===== config.mk =====
export PLATFORM = sky130hd
export DESIGN_NAME = uart_cmd_ctrl
export DESIGN_NICKNAME = d
export VERILOG_FILES = /design/src/rtl/uart_cmd_ctrl.sv
export SDC_FILE = /design/constraint.sdc
export NUM_CORES = 1
export LEC_CHECK = 0
export ABC_AREA = 1
export CAP_MARGIN = 20
export CORE_AREA = 2 2 93 95
export CTS_BUF_LIST = sky130_fd_sc_hd__clkbuf_8
export CTS_CLUSTER_DIAMETER = 80
export CTS_CLUSTER_SIZE = 12
export DETAILED_ROUTE_END_ITERATION = 16
export DIE_AREA = 0 0 95 97
export PLACE_DENSITY = 0.85
export SYNTH_ARGS = -nofsm -noshare
export SYNTH_HDL_FRONTEND = slang
export SYNTH_SLANG_ARGS = --single-unit

===== constraint.sdc =====
create_clock -name clk -period 7 [get_ports clk]
set_input_delay 2.1 -clock clk [delete_from_list [all_inputs] [get_ports clk]]
set_output_delay 2.1 -clock clk [all_outputs]
set_load 0.005 [all_outputs]

===== src/rtl/uart_cmd_ctrl.sv =====
// uart_cmd_ctrl: byte-oriented command controller sitting behind a UART.
// Accepts 'W' addr data and 'R' addr frames. It updates or reads three
// 8-bit registers, or the error counter at address 3, and returns one
// response byte for each frame.
// Ports:
//   clk, rst             clock, asynchronous active-high reset
//   data_out, rxrdy      received byte and byte-available flag from the UART
//   parity_err,          per-byte receive error flags
//   framing_err
//   overflow             UART receive overflow (counted on its rising edge)
//   oen                  active-low read strobe to the UART
//   txrdy                UART transmitter ready
//   data_in, wen         response byte and active-low write strobe
//   led                  reg0[3:0]
//   err_cnt              saturating error counter
//   busy                 high whenever the FSM is not idle
module uart_cmd_ctrl #(
    parameter logic [23:0] TIMEOUT  = 24'd5000000,
    parameter logic [7:0]  ERR_BYTE = 8'h45,
    parameter logic [7:0]  ACK_BYTE = 8'h4B
) (
    input  logic       clk,
    input  logic       rst,
    input  logic [7:0] data_out,
    input  logic       rxrdy,
    input  logic       parity_err,
    input  logic       framing_err,
    input  logic       overflow,
    output logic       oen,
    input  logic       txrdy,
    output logic [7:0] data_in,
    output logic       wen,
    output logic [3:0] led,
    output logic [7:0] err_cnt,
    output logic       busy
);

    localparam logic [7:0] OP_W = 8'h57;
    localparam logic [7:0] OP_R = 8'h52;

    typedef enum logic [2:0] {IDLE, RX_WAIT, RX_REL, EXEC, TX_WAIT, TX_REL} state_e;

    state_e      state_q, state_d;
    logic [1:0]  idx_q, idx_d;
    logic [1:0]  last_q, last_d;
    logic [7:0]  opc_q, opc_d;
    logic [7:0]  addr_q, addr_d;
    logic [7:0]  wdat_q, wdat_d;
    logic        bad_q, bad_d;
    logic [23:0] tmo_q, tmo_d;
    logic [7:0]  resp_q, resp_d;
    logic [7:0]  reg0_q, reg0_d, reg1_q, reg1_d, reg2_q, reg2_d;
    logic [7:0]  err_cnt_q, err_cnt_d;
    logic        ovf_q;
    logic        oen_q, oen_d, wen_q, wen_d;
    logic [7:0]  data_in_q, data_in_d;
    logic        busy_q, busy_d;

    logic        fsm_err;
    logic        ovf_rise;
    logic        count_en;
    logic [1:0]  err_inc;
    logic [8:0]  err_sum;

    // State and datapath registers
    always_ff @(posedge clk or posedge rst) begin
        if (rst) begin
            state_q   <= IDLE;
            idx_q     <= 2'd0;
            last_q    <= 2'd0;
            opc_q     <= 8'h00;
            addr_q    <= 8'h00;
            wdat_q    <= 8'h00;
            bad_q     <= 1'b0;
            tmo_q     <= 24'd0;
            resp_q    <= 8'h00;
            reg0_q    <= 8'h00;
            reg1_q    <= 8'h00;
            reg2_q    <= 8'h00;
            err_cnt_q <= 8'h00;
            ovf_q     <= 1'b0;
            oen_q     <= 1'b1;
            wen_q     <= 1'b1;
            data_in_q <= 8'h00;
            busy_q    <= 1'b0;
        end else begin
            state_q   <= state_d;
            idx_q     <= idx_d;
            last_q    <= last_d;
            opc_q     <= opc_d;
            addr_q    <= addr_d;
            wdat_q    <= wdat_d;
            bad_q     <= bad_d;
            tmo_q     <= tmo_d;
            resp_q    <= resp_d;
            reg0_q    <= reg0_d;
            reg1_q    <= reg1_d;
            reg2_q    <= reg2_d;
            err_cnt_q <= err_cnt_d;
            ovf_q     <= overflow;
            oen_q     <= oen_d;
            wen_q     <= wen_d;
            data_in_q <= data_in_d;
            busy_q    <= busy_d;
        end
    end

    // Next-state, frame decode, execution and error counting
    always_comb begin
        state_d   = state_q;
        idx_d     = idx_q;
        last_d    = last_q;
        opc_d     = opc_q;
        addr_d    = addr_q;
        wdat_d    = wdat_q;
        bad_d     = bad_q;
        tmo_d     = tmo_q;
        resp_d    = resp_q;
        reg0_d    = reg0_q;
        reg1_d    = reg1_q;
        reg2_d    = reg2_q;
        oen_d     = 1'b1;
        wen_d     = 1'b1;
        data_in_d = data_in_q;
        fsm_err   = 1'b0;

        // Timeout only runs once the opcode has been captured
        count_en = (state_q == RX_REL) || ((state_q == RX_WAIT) && (idx_q != 2'd0));
        if (count_en) begin
            tmo_d = tmo_q + 24'd1;
        end

        case (state_q)
            IDLE: begin
                idx_d = 2'd0;
                bad_d = 1'b0;
                tmo_d = 24'd0;
                if (rxrdy) begin
                    state_d = RX_WAIT;
                end
            end
            RX_WAIT: begin
                if (rxrdy) begin
                    oen_d   = 1'b0;
                    tmo_d   = 24'd0;
                    state_d = RX_REL;
                    if (parity_err || framing_err) begin
                        bad_d = 1'b1;
                    end
                    case (idx_q)
                        2'd0: begin
                            opc_d = data_out;
                            if (data_out == OP_W) begin
                                last_d = 2'd2;
                            end else if (data_out == OP_R) begin
                                last_d = 2'd1;
                            end else begin
                                // Unknown opcode: skip the rest and report the error
                                last_d  = 2'd0;
                                bad_d   = 1'b1;
                                state_d = EXEC;
                            end
                        end
                        2'd1:    addr_d = data_out;
                        default: wdat_d = data_out;
                    endcase
                end else if (count_en && (tmo_q >= TIMEOUT)) begin
                    tmo_d   = 24'd0;
                    fsm_err = 1'b1;
                    state_d = IDLE;
                end
            end
            RX_REL: begin
                if (!rxrdy) begin
                    if (idx_q == last_q) begin
                        state_d = EXEC;
                    end else begin
                        idx_d   = idx_q + 2'd1;
                        state_d = RX_WAIT;
                    end
                end else if (tmo_q >= TIMEOUT) begin
                    tmo_d   = 24'd0;
                    fsm_err = 1'b1;
                    state_d = IDLE;
                end
            end
            EXEC: begin
                state_d = TX_WAIT;
                if (bad_q || (addr_q > 8'd3) || ((opc_q == OP_W) && (addr_q == 8'd3))) begin
                    resp_d  = ERR_BYTE;
                    fsm_err = 1'b1;
                end else if (opc_q == OP_W) begin
                    resp_d = ACK_BYTE;
                    case (addr_q[1:0])
                        2'd0:    reg0_d = wdat_q;
                        2'd1:    reg1_d = wdat_q;
                        default: reg2_d = wdat_q;
                    endcase
                end else begin
                    case (addr_q[1:0])
                        2'd0:    resp_d = reg0_q;
                        2'd1:    resp_d = reg1_q;
                        2'd2:    resp_d = reg2_q;
                        default: resp_d = err_cnt_q;
                    endcase
                end
            end
            TX_WAIT: begin
                if (txrdy) begin
                    wen_d     = 1'b0;
                    data_in_d = resp_q;
                    state_d   = TX_REL;
                end
            end
            TX_REL: begin
                if (!txrdy) begin
                    state_d = IDLE;
                end
            end
            default: state_d = IDLE;
        endcase

        // Frame errors and overflow edges can coincide; add both, saturating
        ovf_rise  = overflow && !ovf_q;
        err_inc   = 2'({1'b0, fsm_err}) + 2'({1'b0, ovf_rise});
        err_sum   = 9'({1'b0, err_cnt_q}) + 9'(err_inc);
        err_cnt_d = err_sum[8] ? 8'hFF : err_sum[7:0];

        busy_d = (state_d != IDLE);
    end

    assign oen     = oen_q;
    assign wen     = wen_q;
    assign data_in = data_in_q;
    assign led     = reg0_q[3:0];
    assign err_cnt = err_cnt_q;
    assign busy    = busy_q;

endmodule

==> results of run 1 <==
-- kinds of logic (layout without fill, tap and decap cells) --
logic type | after synthesis | after routing
compound gates | 90 | 90
xor+xnor | 20 | 20
fa+ha+maj | 5 | 5
buf+inv | 107 | 147
flops | 108 | 108
mux | 2 | 2
simple gates | 337 | 337
-- layout by cell type (no fill, tap or decap), types with 4 or more instances in the layout --
| cell type | instances |
|---|---|
| sky130_fd_sc_hd__nor2_2 | 5 |
| sky130_fd_sc_hd__xor2_1 | 15 |
| sky130_fd_sc_hd__nor3_1 | 8 |
| sky130_fd_sc_hd__nor2_1 | 54 |
| sky130_fd_sc_hd__a21oi_1 | 22 |
| sky130_fd_sc_hd__clkdlybuf4s50_1 | 37 |
| sky130_fd_sc_hd__o21ai_1 | 8 |
| sky130_fd_sc_hd__clkbuf_8 | 10 |
| sky130_fd_sc_hd__nand3_1 | 37 |
| sky130_fd_sc_hd__nand2_1 | 213 |
| sky130_fd_sc_hd__ha_1 | 4 |
| sky130_fd_sc_hd__inv_2 | 7 |
| sky130_fd_sc_hd__xnor2_1 | 5 |
| sky130_fd_sc_hd__inv_1 | 86 |
| sky130_fd_sc_hd__dfrtp_1 | 106 |
| sky130_fd_sc_hd__nand4_1 | 10 |
| sky130_fd_sc_hd__o21ai_0 | 47 |
-- worst max path at each step --
| stage | start | end |
|---|---|---|
| floorplan | rst | addr_q[0] |
| global placement | rxrdy | err_cnt[1] |
| detailed placement | rxrdy | err_cnt[5] |
| CTS | rxrdy | err_cnt[5] |
| global route | rxrdy | err_cnt[5] |
| finish | rxrdy | err_cnt[5] |
-- report_power, final --
group | switching, mW | internal (mW)
Sequential | 0.131 | 0.756
Clock | 0.220 | 0.179
Combinational | 0.357 | 0.213
Total | 0.708 | 1.15
-- tightest hold or removal path, delay by kind of cell, from the launching register on --
family	cells	cell delay [ns]
DFF	1	0.36
and+or+nand+nor	2	0.10
-- layout make-up --
| type | instances | share of cell area |
|---|---|---|
| sequential | 108 | 0.455 |
| clock buffer | 10 | 0.0231 |
| multi-input combinational | 454 | 0.366 |
| timing repair buffer | 38 | 0.0635 |
| tap | 105 | 0.0221 |
| clock inverter | 6 | 0.0120 |
| inverter | 93 | 0.0591 |
-- sequential cells by signal (all words and copies together) (netlist names), 8 cells and up --
register  cells
wdat_q        8
addr_q        8
tmo_q        24
data_in       8
reg2_q        8
opc_q         8
reg0_q        8
resp_q        8
reg1_q        8
err_cnt       8
-- metal layers --
metal	global-route usage	vias to the layer above	wire length, um
met3	0.0537	16	679
met5	0	-	0
met1	0.359	2133	5030
met2	0.471	131	6170
li1	-	2172	-
met4	0.0647	0	138
==> run summary, run 1 <==
==================================================================================
Result of the run ................................................... complete, no violations
Remaining number of nets flagged by the antenna check after routing .            0
Die area ............................................................   9220 sq um
Category of the critical setup timing path .......................... input port to flop
Worst hold path cell count ..........................................            2
Leakage power .......................................................      3.00 nW
Final-report max-slew violation count ...............................            0
Clk_lat worst skew ..................................................      0.38 ns
TritonCTS buffer count ..............................................            9
Final WS setup ......................................................      2.55 ns
Post-synthesis mux area share .......................................      0.00399
WL/cell .............................................................      14.8 um
Main combinational cell family by area after synthesis .............. simple AND/OR/NAND/NOR gates
Net count of the mapped netlist .....................................          689
Endpoint with the worst hold slack ..................................    reg1_q[7]
Syn avg cell area ...................................................   7.96 sq um
Die width ...........................................................        95 um
Placeable core region ...............................................   8130 sq um
Hold Crit Class ..................................................... flop to flop
DRT Pass-1 Iters ....................................................            5
Crit path max fanout ................................................            6
Largest net degree at the start of global routing ...................           64
Endpoints failing hold ..............................................            0
Async set or reset register ratio after synthesis ...................         1.00
Leading cell type by number of instances after synthesis ............ sky130_fd_sc_hd__nand2_1
Root cell of the clock tree ......................................... sky130_fd_sc_hd__clkbuf_8
Beginning of the worst hold path ....................................    reg1_q[7]
Mapped Cells ........................................................          669
Total routing resource utilization after global routing .............        0.275
Final TNS setup .....................................................         0 ns
Die height ..........................................................        97 um
Fillcell total ......................................................          609
Total wire length ...................................................     12000 um
Library cell with the largest summed area after synthesis ........... sky130_fd_sc_hd__dfrtp_1
Simple-Gate Fraction of Synth Area ..................................        0.267
Initial Utilization .................................................        0.655
DRC Markers .........................................................            0
Arr. time, crit path ................................................      4.74 ns
Post-DP HPWL ........................................................      8580 um
Std cell rows .......................................................           33
Sequential-to-total area share from yosys stat ......................        0.508
Top-area cell type share of the netlist area ........................        0.498
Vias after detailed routing .........................................         4452
I/O pin count .......................................................           38
Maximum number of buffers from clock root to sink ...................            2
Number of gates given a new drive strength after cts ................            0
Routability congestion estimate from global placement ...............        0.909
Post-synthesis cell type count ......................................           40
Min Hold Slack ......................................................     0.485 ns
Fraction of layout cells with a size suffix above 1 .................       0.0606
Achievable frequency ................................................      225 MHz
Critical path buffer and inverter count .............................            3
Quantity of I/O buffers inserted on ports ...........................           37
Clock Pin Slew Worst Setup and Hold Paths ...........................      0.11 ns
Crit path largest cell delay ........................................      0.50 ns
Worst path cell trace ............................................... clkdlybuf4s50_1, nor3_1, nand3_1, o211ai_1, fa_1, nand2_1, nor2_1, nand2_1, inv_1, nand2_1, inv_1, nand2_1, nor2_1, nand2_1, o21ai_0
Number of antenna repair diodes .....................................            0
Hold Buf Count CTS ..................................................            0
Critical path data required time ....................................      7.29 ns
Most frequently used flop master after synthesis .................... sky130_fd_sc_hd__dfrtp_1
Final standard cell utilization of the core .........................        0.731
Minimum period implied by the final worst setup slack ...............      4.45 ns
Via density per instance ............................................         5.47
Clock tree from TritonCTS ...........................................          yes
Final cycle utilization of the critical path ........................        0.636
Area of all placed cells without fillers ............................   5950 sq um
Reg-to-reg critical path startpoint .................................     idx_q[0]
Largest voltage drop on the vdd net .................................       216 uV
Congestion Overflow GR ..............................................            0
Synthesized flop and latch total ....................................          108
Post-layout total power .............................................      1.86 mW
Worst relative slew slack ...........................................        0.492
Final setup violation count .........................................            0
Worst reg-to-reg path cell count ....................................           18
Unrepaired setup endpoints after global routing .....................        false
Startpoint type of the worst setup path .............................   input port
Compound-Gate Fraction of Synth Area ................................       0.0912
Most frequent cell on the critical path ............................. sky130_fd_sc_hd__nand2_1
Post-CTS Setup Repair Bufs ..........................................            0
Vias in the first global route ......................................         4352
Final net count .....................................................          724
R2r setup slk .......................................................      3.94 ns
Sort of element at the end of the critical path .....................         flop
Post-DP Area ........................................................   5740 sq um
Fraction of the mapped netlist area in adder cells ..................       0.0132
Max-capacitance violation count .....................................            0
Area grow syn2layout ................................................        11.7%
Count of cell instances traversed by the critical path ..............           15
Area of all sequential standard cells ...............................   2710 sq um
Multi-input logic area ..............................................   2170 sq um
Finished Layout Cells ...............................................          814
Antenna violations before repair ....................................            0
Top post-synthesis cells by count ................................... 213 x sky130_fd_sc_hd__nand2_1, 106 x sky130_fd_sc_hd__dfrtp_1, 86 x sky130_fd_sc_hd__inv_1
Worst setup slack after placement ...................................      2.20 ns
Xor and xnor fraction of the mapped netlist area ....................       0.0329
Clock tree skew after final layout ..................................   0.00885 ns
First-pass GRT wire length ..........................................     20000 um
Leading cell types by total area after synthesis .................... sky130_fd_sc_hd__dfrtp_1 50%, sky130_fd_sc_hd__nand2_1 15%, sky130_fd_sc_hd__inv_1 6.1%
Sink count of the clock tree ........................................          108
Warning count from the yosys run ....................................            0
Capture instance of the worst register-to-register path .............   err_cnt[5]
Clock H-tree levels .................................................            3
Crit-path leading delay family ...................................... simple AND/OR/NAND/NOR gates
Number of cells after detailed placement ............................          798
Iter 0 DRT Violations ...............................................          282
Syn Std Cell Area ...................................................   5330 sq um
Power density of the placed cells ...................................  312 nW/um^2
Master of the slowest instance on the critical path ................. sky130_fd_sc_hd__clkdlybuf4s50_1
Number of enable-type register cells in the synthesized netlist .....            0
Worst slew pin tran .................................................     0.762 ns
==================================================================================
Power figures use the tool's default switching activity.
==> run 2, diff against run 1 <==
CORE_AREA = 2 2 102 104   (was 2 2 93 95)
DIE_AREA = 0 0 104 106   (was 0 0 95 97)
PLACE_DENSITY = 0.75   (was 0.85)
clock period = 3.6 ns   (was 7 ns; I/O delays follow)
==> run 2 against run 1 <==
Effect of this change: sequential cell count unchanged; final cell count up 4.3%; clock skew up 0.0018 ns; via count down 2.9%; utilization down 13 points; clock power up 73%; die area up 20%; total power up 90%; critical path type unchanged; critical endpoint is now err_cnt[4]; highest routed layer unchanged.
==> run summary, run 2 (same netlist as run 1, synthesis figures left out) <==
==================================================================================
Result of the run ................................................... complete, no violations
DRC Markers .........................................................            0   unchanged
Most frequent cell on the critical path ............................. sky130_fd_sc_hd__nand2_1
Power density of the placed cells ...................................  586 nW/um^2   +88%
Critical path data required time ....................................      3.89 ns   -3.40 ns
Largest net degree at the start of global routing ...................           58   -9.4%
Die height ..........................................................       106 um   +9.3%
Number of flip-flops in the largest register ........................           24   unchanged
Routed length on met3 ...............................................       465 um   -32%
Vias in the first global route ......................................         4176   -4.0%
DRT met1 WL .........................................................      5070 um   +0.80%
Final cycle utilization of the critical path ........................        0.877
Top layer in use ....................................................         met4
Minimum period implied by the final worst setup slack ...............      3.16 ns
Largest register by flop count ......................................        tmo_q
Placeable core region ...............................................  10000 sq um   +23%
Category of the critical setup timing path .......................... input port to flop
Clock Pin Slew Worst Setup and Hold Paths ...........................      0.10 ns   about the same
Die width ...........................................................       104 um   +9.5%
Arr. time, crit path ................................................      3.45 ns   -1.29 ns
DRT Pass-1 Iters ....................................................            5   unchanged
Final setup violation count .........................................            0   unchanged
Leading cell types in the layout, fill and taps excluded ............ 213 x sky130_fd_sc_hd__nand2_1, 106 x sky130_fd_sc_hd__dfrtp_1, 85 x sky130_fd_sc_hd__inv_1
Startpoint type of the worst setup path .............................   input port
Number of antenna repair diodes .....................................            0   unchanged
Post-DP Area ........................................................   5820 sq um   +1.4%
Sort of element at the end of the critical path .....................         flop
I/O pin count .......................................................           38   unchanged
Master of the slowest instance on the critical path ................. sky130_fd_sc_hd__clkdlybuf4s50_1
Area grow syn2layout ................................................        12.8%
TritonCTS buffer count ..............................................            9   unchanged
Total routing resource utilization after global routing .............        0.219   -0.0560
Critical path buffer and inverter count .............................            3   unchanged
Hold Buf Count CTS ..................................................            0   unchanged
Leakage power .......................................................      3.00 nW   about the same
Iter 0 DRT Violations ...............................................          235   -17%
Achievable frequency ................................................      317 MHz
Largest voltage drop on the vdd net .................................       424 uV   +96%
Clock H-tree levels .................................................            3   unchanged
Number of gates given a new drive strength after cts ................            0   unchanged
Routability congestion estimate from global placement ...............        0.896   -1.4%
Unrepaired setup endpoints after global routing .....................        false
Clock tree skew after final layout ..................................    0.0107 ns   +0.00182 ns
Maximum number of buffers from clock root to sink ...................            2   unchanged
Die area ............................................................  11000 sq um   +20%
Area of all placed cells without fillers ............................   6010 sq um   +0.97%
Count of cell instances traversed by the critical path ..............           15   unchanged
Met2 Wirelength .....................................................      5580 um   -9.6%
Fraction of layout cells with a size suffix above 1 .................       0.0673   +0.00667
Std cell rows .......................................................           37   +12%
Max-capacitance violation count .....................................            0   unchanged
Via density per instance ............................................         5.09   -6.9%
Congestion Overflow GR ..............................................            0   unchanged
Total wire length ...................................................     11200 um   -6.6%
Worst slew pin tran .................................................     0.646 ns   -0.117 ns
Worst relative slew slack ...........................................        0.568   +0.0761
Final-report max-slew violation count ...............................            0   unchanged
Worst hold path cell count ..........................................            2   unchanged
Crit-path leading delay family ...................................... simple AND/OR/NAND/NOR gates
Sink count of the clock tree ........................................          108   unchanged
Initial Utilization .................................................        0.533   -0.122
Clk_lat worst skew ..................................................      0.38 ns   about the same
Post-CTS Setup Repair Bufs ..........................................            0   unchanged
Antenna violations before repair ....................................            0   unchanged
Quantity of I/O buffers inserted on ports ...........................           37   unchanged
Remaining number of nets flagged by the antenna check after routing .            0   unchanged
Post-DP HPWL ........................................................      8300 um   -3.3%
Crit path max fanout ................................................            6   unchanged
WL/cell .............................................................      13.2 um   -10%
Clock tree from TritonCTS ...........................................          yes
Most common cell after layout, fill and taps aside .................. sky130_fd_sc_hd__nand2_1
Final TNS setup .....................................................         0 ns   unchanged
Endpoints failing hold ..............................................            0   unchanged
Worst reg-to-reg path cell count ....................................           18   unchanged
Hold Crit Class ..................................................... flop to flop
First-pass GRT wire length ..........................................     19500 um   -2.8%
Final net count .....................................................          728   +0.55%
Vias after detailed routing .........................................         4324   -2.9%
Worst path cell trace ............................................... clkdlybuf4s50_1, nor3_1, nand3_1, o211ai_1, fa_1, nand2_1, nor2_1, nand2_1, inv_1, nand2_1, inv_1, nand2_1, nor2_1, nand2_1, o21ai_0
Post-layout total power .............................................      3.52 mW   +90%
Root cell of the clock tree ......................................... sky130_fd_sc_hd__clkbuf_8
Crit path largest cell delay ........................................      0.50 ns   about the same
==================================================================================
run 2: cell types whose count changed in the layout (fill, tap and decap cells not counted), sizes merged:
| cell | delta |
|---|---|
| inv | -2 |
| buf | +4 |
| clkinvlp | +3 |
| bufinv | -1 |
run 2: area by class of cell:
class,instances,area (sq um)
clock buffers,10,138
clock inverters,6,46.3
fillers,923,3990
inverters,93,353
multi-input cells,454,2170
flip-flops and latches,108,2710
well taps,136,170
repair buffers,42,420
run 2: worst paths after layout:
path                                   end  slack, ns       from
worst max register to register  err_cnt[4]       0.68  tmo_q[20]
worst min register to register   reg0_q[5]       0.48  reg0_q[5]
worst min-delay path             reg0_q[5]       0.48  reg0_q[5]
min in group asynchronous       data_in[4]       1.10        rst
max in group asynchronous        reg0_q[5]       1.75        rst
worst max-delay path            err_cnt[4]       0.44      rxrdy
run 2: worst min-delay path, cell delays in order (launching register included):
cell and delay, ns:
sky130_fd_sc_hd__dfrtp_1 0.35, sky130_fd_sc_hd__nand2_1 0.05, sky130_fd_sc_hd__nand2_1 0.05
run 2: metal layers:
| layer | global-route usage | vias to the layer above |
|---|---|---|
| li1 | - | 2176 |
| met1 | 0.291 | 2054 |
| met2 | 0.364 | 84 |
| met3 | 0.0478 | 10 |
| met4 | 0.0627 | 0 |
| met5 | 0 | - |
run 2: metrics by stage:
stage               setup WS [ns]  hold slack (ns)  std cells   util
CTS                         0.457            0.484        849  0.601
floorplan                   0.786            0.442        669      -
detailed placement         0.0689            0.460        833  0.582
finish                      0.444            0.481        849  0.601
global placement            0.196            0.455        833  0.582
global route                0.186            0.498        849  0.601
run 2: power by group:
group	switching, mW	internal, mW	total (mW)
Sequential	0.252	1.47	1.72
Combinational	0.671	0.433	1.10
Clock	0.418	0.275	0.694
Total	1.34	2.18	3.52
==> run 3, diff against run 2 <==
SLEW_MARGIN = 20   (was default)
==> results of run 3 <==
The final DEF is identical to that of run 2; final timing and power are the same.
